## src/rtl/fetch_control_unit.sv

```systemverilog
// fetch_control_unit: multi-cycle fetch/decode/sequencer driving the 4-bit datapath
// Ports: clk/rst (sync, active-high); start, load_en/load_addr/load_data (honoured in IDLE/HALT only);
//        instruction/opcode/binv/rw feed the datapath; pc, busy, halted, retired report progress.
module fetch_control_unit #(
    parameter int IMEM_DEPTH = 16,
    parameter int CNT_W      = 8
) (
    input  logic             clk,
    input  logic             rst,
    input  logic             start,
    input  logic             load_en,
    input  logic [3:0]       load_addr,
    input  logic [15:0]      load_data,
    output logic [15:0]      instruction,
    output logic [1:0]       opcode,
    output logic             binv,
    output logic             rw,
    output logic [3:0]       pc,
    output logic             busy,
    output logic             halted,
    output logic [CNT_W-1:0] retired
);
    typedef enum logic [2:0] {IDLE, FETCH, DECODE, READ, EXEC, WRITE, NEXT, HALT} state_t;
    state_t state, state_nxt;
    logic [15:0] imem [IMEM_DEPTH];
    logic parked, do_load, do_start;
    assign parked   = (state == IDLE) || (state == HALT);
    assign do_load  = parked && load_en;
    assign do_start = parked && start && !load_en;
    always_comb begin
        state_nxt = state;
        case (state)
            IDLE, HALT: state_nxt = do_start ? FETCH : state;
            FETCH:      state_nxt = DECODE;
            DECODE:     state_nxt = (instruction[15:12] == 4'h1) ? READ :
                                    (instruction[15:12] == 4'hF) ? HALT : NEXT;
            READ:       state_nxt = EXEC;
            EXEC:       state_nxt = WRITE;
            WRITE:      state_nxt = NEXT;
            NEXT:       state_nxt = FETCH;
            default:    state_nxt = IDLE;
        endcase
    end
    always_ff @(posedge clk) begin
        if (rst) state <= IDLE;
        else     state <= state_nxt;
    end
    // Status outputs are registered from the next state so they line up with the state they describe.
    always_ff @(posedge clk) begin
        if (rst) begin
            for (int i = 0; i < IMEM_DEPTH; i++) imem[i] <= 16'h0000;
            instruction <= 16'h0000;
            opcode      <= 2'b00;
            binv        <= 1'b0;
            rw          <= 1'b1;
            pc          <= 4'd0;
            busy        <= 1'b0;
            halted      <= 1'b0;
            retired     <= '0;
        end else begin
            if (do_load) imem[load_addr] <= load_data;
            if (do_start) begin
                pc      <= 4'd0;
                retired <= '0;
            end
            if (state == FETCH) instruction <= imem[pc];
            if (state == DECODE) begin
                opcode <= instruction[7:6];
                binv   <= instruction[8];
            end
            if (state == NEXT) begin
                pc      <= pc + 4'd1;
                retired <= (&retired) ? retired : retired + CNT_W'(1);
            end
            rw     <= state_nxt != WRITE;
            busy   <= !(state_nxt inside {IDLE, HALT});
            halted <= state_nxt == HALT;
        end
    end
endmodule
```

## config.mk

```make
export PLATFORM = sky130hd
export DESIGN_NAME = fetch_control_unit
export DESIGN_NICKNAME = d
export VERILOG_FILES = /design/src/rtl/fetch_control_unit.sv
export SDC_FILE = /design/constraint.sdc
export NUM_CORES = 1
export LEC_CHECK = 0
export ABC_AREA = 1
export CAP_MARGIN = 20
export CORE_MARGIN = 1
export CORE_UTILIZATION = 45
export CTS_CLUSTER_DIAMETER = 50
export DETAILED_ROUTE_END_ITERATION = 7
export PLACE_DENSITY = 0.67
export SLEW_MARGIN = 15
export SYNTH_ARGS = -nofsm -noshare
export SYNTH_HDL_FRONTEND = slang
export SYNTH_SLANG_ARGS = --single-unit
```

## constraint.sdc

```tcl
create_clock -name clk -period 4.56 [get_ports clk]
set_input_delay 0.912 -clock clk [delete_from_list [all_inputs] [get_ports clk]]
set_output_delay 0.912 -clock clk [all_outputs]
set_load 0.02 [all_outputs]
```

# [After elaboration in Yosys (flattened, before gate mapping)]
# Memories as Yosys holds them, arrays and structs flattened. A register that Yosys moved wholly into a read port is not among the register bits.
# Index checks and enable logic that the tools add are counted.
[word_totals] in_bits=24 register_bits=21 word_cells=54 n_memories=1 mem_bits_rw=256
[mem_list] memory="imem" depth=16 word_bits=16 rd=1 rd_clocked_by_memory_dff=1 write_ports=16 line="25" rtl="logic [15:0] imem [IMEM_DEPTH];"
[classes] add_sub_neg=2 eq_ne=12 n_reduce_logical=14 mux=17
[op_table] cell="two-way mux 8 bit" count=3
[op_table] cell="case mux 3 bit (7 select lines)" count=1
[op_table] cell="two-way mux 16 bit" count=1
[op_table] cell="OR reduction 16 bit" count=1
[op_table] cell="== test 3 bit (second input constant)" count=5
[op_table] cell="two-way mux 4 bit" count=3
[op_table] cell="adder 8 x 1 -> 8 bit (second input constant)" count=1
[op_table] cell="AND reduction 8 bit" count=1
[op_table] cell="two-way mux 1 bit" count=7
[op_table] cell="== test 3 x 2 -> 1 bit (second input constant)" count=2
[op_table] cell="logical NOT 3 bit" count=2
[op_table] cell="two-way mux 3 bit" count=2
[op_table] cell="adder 4 x 1 -> 4 bit (second input constant)" count=1
[op_table] cell="== test 4 x 1 -> 1 bit (second input constant)" count=1
[op_table] cell="== test 4 bit (second input constant)" count=1
[op_table] cell="nonzero test 2 bit" count=2
[op_table] cell="== test 3 x 1 -> 1 bit (second input constant)" count=1
[op_table] cell="logical AND 1 bit" count=3
[op_table] cell="inequality test 3 bit (second input constant)" count=1
[op_table] cell="logical NOT 1 bit" count=2
[op_table] cell="inequality test 2 bit (second input constant)" count=1
[op_table] cell="AND reduction 2 bit" count=1
[op_table] cell="OR reduction 2 bit" count=1
[op_table] cell="logical OR 1 bit" count=1

# [Logic depth before layout (Yosys ltp)]
# Gate-level depths: netlist of run 1.
[depth] ltp_word=9 mapped_depth=11 mapped_depth_nobuf=9

# [Least setup slack after synthesis of run 1]
# No wires, ideal clock.
[synth_path] path_type="input-to-reg" startpoint="input port rst" endpoint="memory imem[8][0], enable pin" path_buffers=1 setup_ns=0.372 required_ns=4.188 t_arrival_ns=2.189 cell_stages=6 path_slack_ns=2.000 path_cell_list="clkinv_1 -> nand4_4 -> nor3_4 -> nand2_4 -> buf_6 -> nand2_1"
[synth_rtl] element="start: declaration" line="9" rtl="input logic rst,"
[synth_rtl] element="end: declaration" line="25"

# [Worst setup path after layout of run 1]
[layout_path] startpoint="register pc[1]" endpoint="output port pc[1]"
[layout_rtl] element="start: declaration" line="18" rtl="output logic [3:0] pc,"
[layout_rtl] element="start signal: assignment" line="72" rtl="pc <= pc + 4'd1;"
# No word-level cell between the ends.

==> results.cfg, run 1 <==
[final_layout]
final_cell_mix = nand2_1 (455), nor2_1 (261), edfxtp_1 (256), nand3_1 (189), inv_1 (184)
fin_cells = 2005
antenna_cells = 0
layout_commonest_cell = nand2_1
syn2layout_area_growth_pct = 13.43
post-route-util_pct = 52.44
drive_above_1_share_pct = 6.935
num-nets-final = 1615

[sta]
fin_ws_ns = 1.416
min_period_ns = 3.144
setup_tns_ns = 0
fmax_mhz = 318.1
setup_violations = 0
rsz0062_at_grt = false
drv_slew = 0
worst_pin_slew_ns = 1.075
fin_crit_sh_pct = 68.94
finClkSkew_ns = 0.01744
slew_headroom_pct = 28.23
hold_viol_final = 0

[floorplan]
io_pins = 58
initial_utilization_pct = 46.23
core-area_mm2 = 0.03003
die_h_um = 177.6
die_area_mm2 = 0.03156
rows = 63
die_w_um = 177.6

[placement]
pre_cts_ws_ns = 0.9775
io_buffers = 57
routabilityCongestion = 0.8719
place_inst = 1941
hpwl_mm = 23.39

[grt]
antenna_found_initial = 0
track_usage_pct = 24.48
grt_pass1_vias = 10060
grt_max_degree = 99
grt_pass1_wl_mm = 57.29
gr-total-overflow = 0

[cts]
htreeDepth = 2
postCtsSetupBuffers = 0
postCtsHoldBufs = 0
cts_resized = 0
cts_tree = yes
cts_max_path_buffers = 3
clkLatencyLatePin_ns = 0.51
clkSinkCount = 293
cts_made_buffers = 35
cts_root_buf = clkbuf_16
clk_pin_slew_worst_paths_ns = 0.06

[logic_synthesis]
yosysSeqAreaShare_pct = 60.71
ys_ff_latch = 293
yosysWarningCount = 0
avgSynthCellArea_um2 = 8.798
ys_types = 27
syn_nets = 1604
synth_top_area_share_pct = 55.37
netlist_instances = 1578
yosysTopAreaCell = edfxtp_1
syn_area_mm2 = 0.01388
yosys-top-cells-area = edfxtp_1 (55%), nand2_1 (12%), nor2_1 (7.1%), nand3_1 (6.8%), dfxtp_1 (5.3%)

[run_status]
status = completed

[flow_run]
cap_violations = 0

[min_path]
hp-class = reg2reg

[routing]
wl_per_cell_um = 18.91
routed.top_layer = met4
ant_nets = 0
wl_mm = 37.92
wl_met1_mm = 15.41
via_per_inst = 5.297
route.met2.wl_mm = 17.37
drt_first_iter_violations = 1145
wl_met3_mm = 3.703
vias = 10620
first_pass_iters = 6
drc = 0

[worst_setup_path]
crit_type = reg2out
worstPathRequired_ns = 3.65
crit_fanout = 67
worst_setup_path_start_kind = flip-flop
cp-end-kind = output pin
arrival_ns = 2.23
regToRegSetupSlack_ns = 1.77

[power_and_ir_drop]
powerDensity_mw_per_mm2 = 402.8
power_mw = 6.344
peakVddDrop_v = 0.0002078
p_leak_nw = 6.877
==> critical path: stages, from the launching register on <==
cell and delay [ns]:
dfxtp_2 0.33, buf_4 0.65, clkdlybuf4s50_1 0.75
==> where the power goes <==
part	leakage, nW	internal (mW)	switching [mW]	total, mW
combinational	3.39	0.162	0.377	0.539
sequential	2.95	3.04	0.0572	3.10
clock	0.542	1.60	1.11	2.71
==> state kept, by name, summed over array words and instances (netlist names) <==
signal       flops
halted           1
pc               4
retired          8
binv             1
imem           256
opcode           2
state            3
rw               1
busy             1
instruction     16
==> layer usage <==
metal | GRT usage, % | up-vias
met2 | 39.52 | 539
met3 | 5.356 | 89
met1 | 32.25 | 4970
li1 | - | 5023
met4 | 9.152 | 0
met5 | 0 | -
==> logic make-up (layout without fill, tap and decap cells) <==
| group | Yosys count | count (layout) | share of synthesized area (%) |
|---|---|---|---|
| xor+xnor | 2 | 2 | 0.1262 |
| buf+inv | 281 | 318 | 8.111 |
| compound gates | 42 | 42 | 1.821 |
| simple gates | 958 | 958 | 29.06 |
| fa+ha+maj | 2 | 2 | 0.1802 |
| flops | 293 | 293 | 60.71 |
==> cells in the mapped netlist <==
cell type	number
a211oi_1	1
a21oi_1	15
a31oi_1	1
buf_1	11
buf_2	9
buf_6	8
clkbuf_1	65
clkinv_1	3
dfxtp_1	37
edfxtp_1	256
ha_1	2
inv_1	185
nand2_1	455
nand2_2	9
nand2_4	9
nand3_1	189
nand4_1	1
nand4_4	1
nor2_1	262
nor2_2	22
nor3_1	7
nor3_4	2
o21a_1	14
o21ai_0	10
o21ai_2	1
or2_2	1
xor2_1	2
==> area by class of cell <==
cell class / count / area (um^2)
multi-input cells: 1004 / 4332
clock buffers: 42 / 944.7
inverters: 188 / 708.2
clock inverters: 21 / 176.4
fillers: 2728 / 14290
well taps: 390 / 488.0
flip-flops and latches: 293 / 8433
repair buffers: 67 / 665.6
==> through the flow <==
| step | area, um^2 | hold slack (ns) |
|---|---|---|
| CTS | 15720 | 0.4804 |
| floorplan | 13880 | 0.5384 |
| global route | 15750 | 0.4971 |
| finish | 15750 | 0.4769 |
| global placement | 14600 | 0.4589 |
| detailed placement | 14600 | 0.4731 |
==> final timing paths <==
| path | endpoint | cells past startpoint | startpoint |
|---|---|---|---|
| worst max-delay path | pc[1] | 2 | pc[1]$_SDFFE_PP0P_ |
| worst min-delay path | opcode[0]$_SDFFE_PP0P_ | 2 | instruction[6]$_SDFFE_PP0P_ |
| worst max register to register | imem[15][4]$_SDFFCE_PN0P_ | 6 | state[2]$_SDFF_PP0_ |
| worst min register to register | opcode[0]$_SDFFE_PP0P_ | 2 | instruction[6]$_SDFFE_PP0P_ |
No activity file was read; power rests on OpenSTA's default activity.
==> run 2: changes to the inputs <==
--- a/config.mk
+++ b/config.mk
@@ -11,7 +11,7 @@
 export CORE_UTILIZATION = 45
 export CTS_CLUSTER_DIAMETER = 50
 export DETAILED_ROUTE_END_ITERATION = 7
-export PLACE_DENSITY = 0.67
+export PLACE_DENSITY = 0.69
 export SLEW_MARGIN = 15
 export SYNTH_ARGS = -nofsm -noshare
 export SYNTH_HDL_FRONTEND = slang
==> constraint.sdc (replaced) <==
create_clock -name clk -period 2.7 [get_ports clk]
set_input_delay 0.54 -clock clk [delete_from_list [all_inputs] [get_ports clk]]
set_output_delay 0.54 -clock clk [all_outputs]
set_load 0.02 [all_outputs]
==> results.cfg, run 2 (synthesis results as in run 1) <==
[run_status]
status = completed

[flow_run]
cap_violations = 0

[final_layout]
reg_top3 = imem x256, instruction x16, retired x8
design_area_mm2 = 0.01648
antenna_cells = 0
fillers = 2643
num-nets-final = 1677
fin_cells = 2066
syn2layout_area_growth_pct = 18.69
regMostFlops = imem
largest_register_ffs = 256
drive_above_1_share_pct = 10.68
layout_commonest_cell = nand2_1
final_cell_mix = nand2_1 (455), nor2_1 (261), edfxtp_1 (256), nand3_1 (189), inv_1 (184)

[sta]
hold_viol_final = 0
finClkSkew_ns = 0.01985
setup_violations = 0
setup_tns_ns = 0
slew_headroom_pct = 48.24
fmax_mhz = 468.4
worst_pin_slew_ns = 0.7763
fin_ws_ns = 0.5651
min_period_ns = 2.135
rsz0062_at_grt = false
fin_crit_sh_pct = 79.07
drv_slew = 0
holdWs_ns = 0.4611

[cts]
cts_root_buf = clkbuf_16
htreeDepth = 2
cts_made_buffers = 35
postCtsHoldBufs = 0
postCtsSetupBuffers = 0
cts_max_path_buffers = 3
clkSinkCount = 293
cts_tree = yes
clkLatencyLatePin_ns = 0.52
clk_pin_slew_worst_paths_ns = 0.06
cts_resized = 0

[routing]
vias = 10770
drc = 0
first_pass_iters = 5
wl_per_cell_um = 17.61
ant_nets = 0
wl_mm = 36.37
via_per_inst = 5.215
drt_first_iter_violations = 1046

[power_and_ir_drop]
p_int_mw = 8.338
comb_power_share_pct = 9.1
p_leak_nw = 7.284
power.share.clock_pct = 43.3
switchingPower_mw = 2.617
switching_share_pct = 23.89
peakVddDrop_v = 0.0004226
sequentialPowerShare_pct = 47.6
powerDensity_mw_per_mm2 = 664.8

[placement]
pre_cts_ws_ns = 0.3374
io_buffers = 57
place_inst = 2004
placed_area_mm2 = 0.01531
routabilityCongestion = 0.8559
hpwl_mm = 23.42

[floorplan]
io_pins = 58
core-area_mm2 = 0.03003
die_h_um = 177.6
rows = 63
die_w_um = 177.6
initial_utilization_pct = 46.23
die_area_mm2 = 0.03156

[worst_setup_path]
crit_fanout = 7
worstPathRequired_ns = 2.16
slowest_delay_ns = 0.65
crit_type = reg2out
arrival_ns = 1.59
crit_family = buffers and inverters
cp_slowest_cell = clkdlybuf4s50_1
path_buf_inv = 1
cp-end-kind = output pin
worst_setup_path_start_kind = flip-flop
crit_chain = clkdlybuf4s50_1

[grt]
grt_pass1_vias = 9946
gr-total-overflow = 0
gr-usage-met1_pct = 33.20
met3_usage_pct = 3.470
track_usage_pct = 23.58
antenna_found_initial = 0
grt_pass1_wl_mm = 55.41
grt_max_degree = 92
use_met2_pct = 36.05
top_usage_layer = met2

[min_path]
hp-class = reg2reg
==> run 2: path summary, 6_finish.rpt <==
kind                               start  slack (ns)  cells past startpoint                   endpoint
min reg2reg  instruction[6]$_SDFFE_PP0P_        0.46                      2     opcode[0]$_SDFFE_PP0P_
max reg2reg          state[2]$_SDFF_PP0_        0.69                      7  imem[15][4]$_SDFFCE_PN0P_
min          instruction[6]$_SDFFE_PP0P_        0.46                      2     opcode[0]$_SDFFE_PP0P_
max              retired[4]$_SDFFE_PP0P_        0.57                      1                 retired[4]
==> run 2: layout make-up <==
class	count	area (um^2)	area share (%)
clock inverter	21	207.7	1.260
inverter	188	708.2	4.298
sequential	293	8433	51.18
timing repair buffer	129	1349	8.185
tap	390	488.0	2.961
clock buffer	41	960.9	5.831
multi-input combinational	1004	4332	26.29
==> run 2: power by group through the flow <==
stage,clock network (mW),logic [mW],registers [mW]
global placement,0,0.975,5.30
CTS,4.80,0.993,5.22
detailed placement,0,0.988,5.31
finish,4.74,0.996,5.22
floorplan,0,0.497,5.34
global route,4.98,1.09,5.24
==> run 2: metal layers <==
metal / wire length, um / vias to the layer above
met1: 15330 / 4975
met3: 3564 / 80
li1: - / 5161
met2: 15910 / 558
met5: 0 / -
met4: 1568 / 0
==> run 2: per-stage QoR <==
stage | util, % | power [mW]
floorplan | - | 5.841
global placement | 50.98 | 6.279
detailed placement | 50.98 | 6.300
CTS | 54.87 | 11.01
global route | 54.87 | 11.30
finish | 54.87 | 10.95
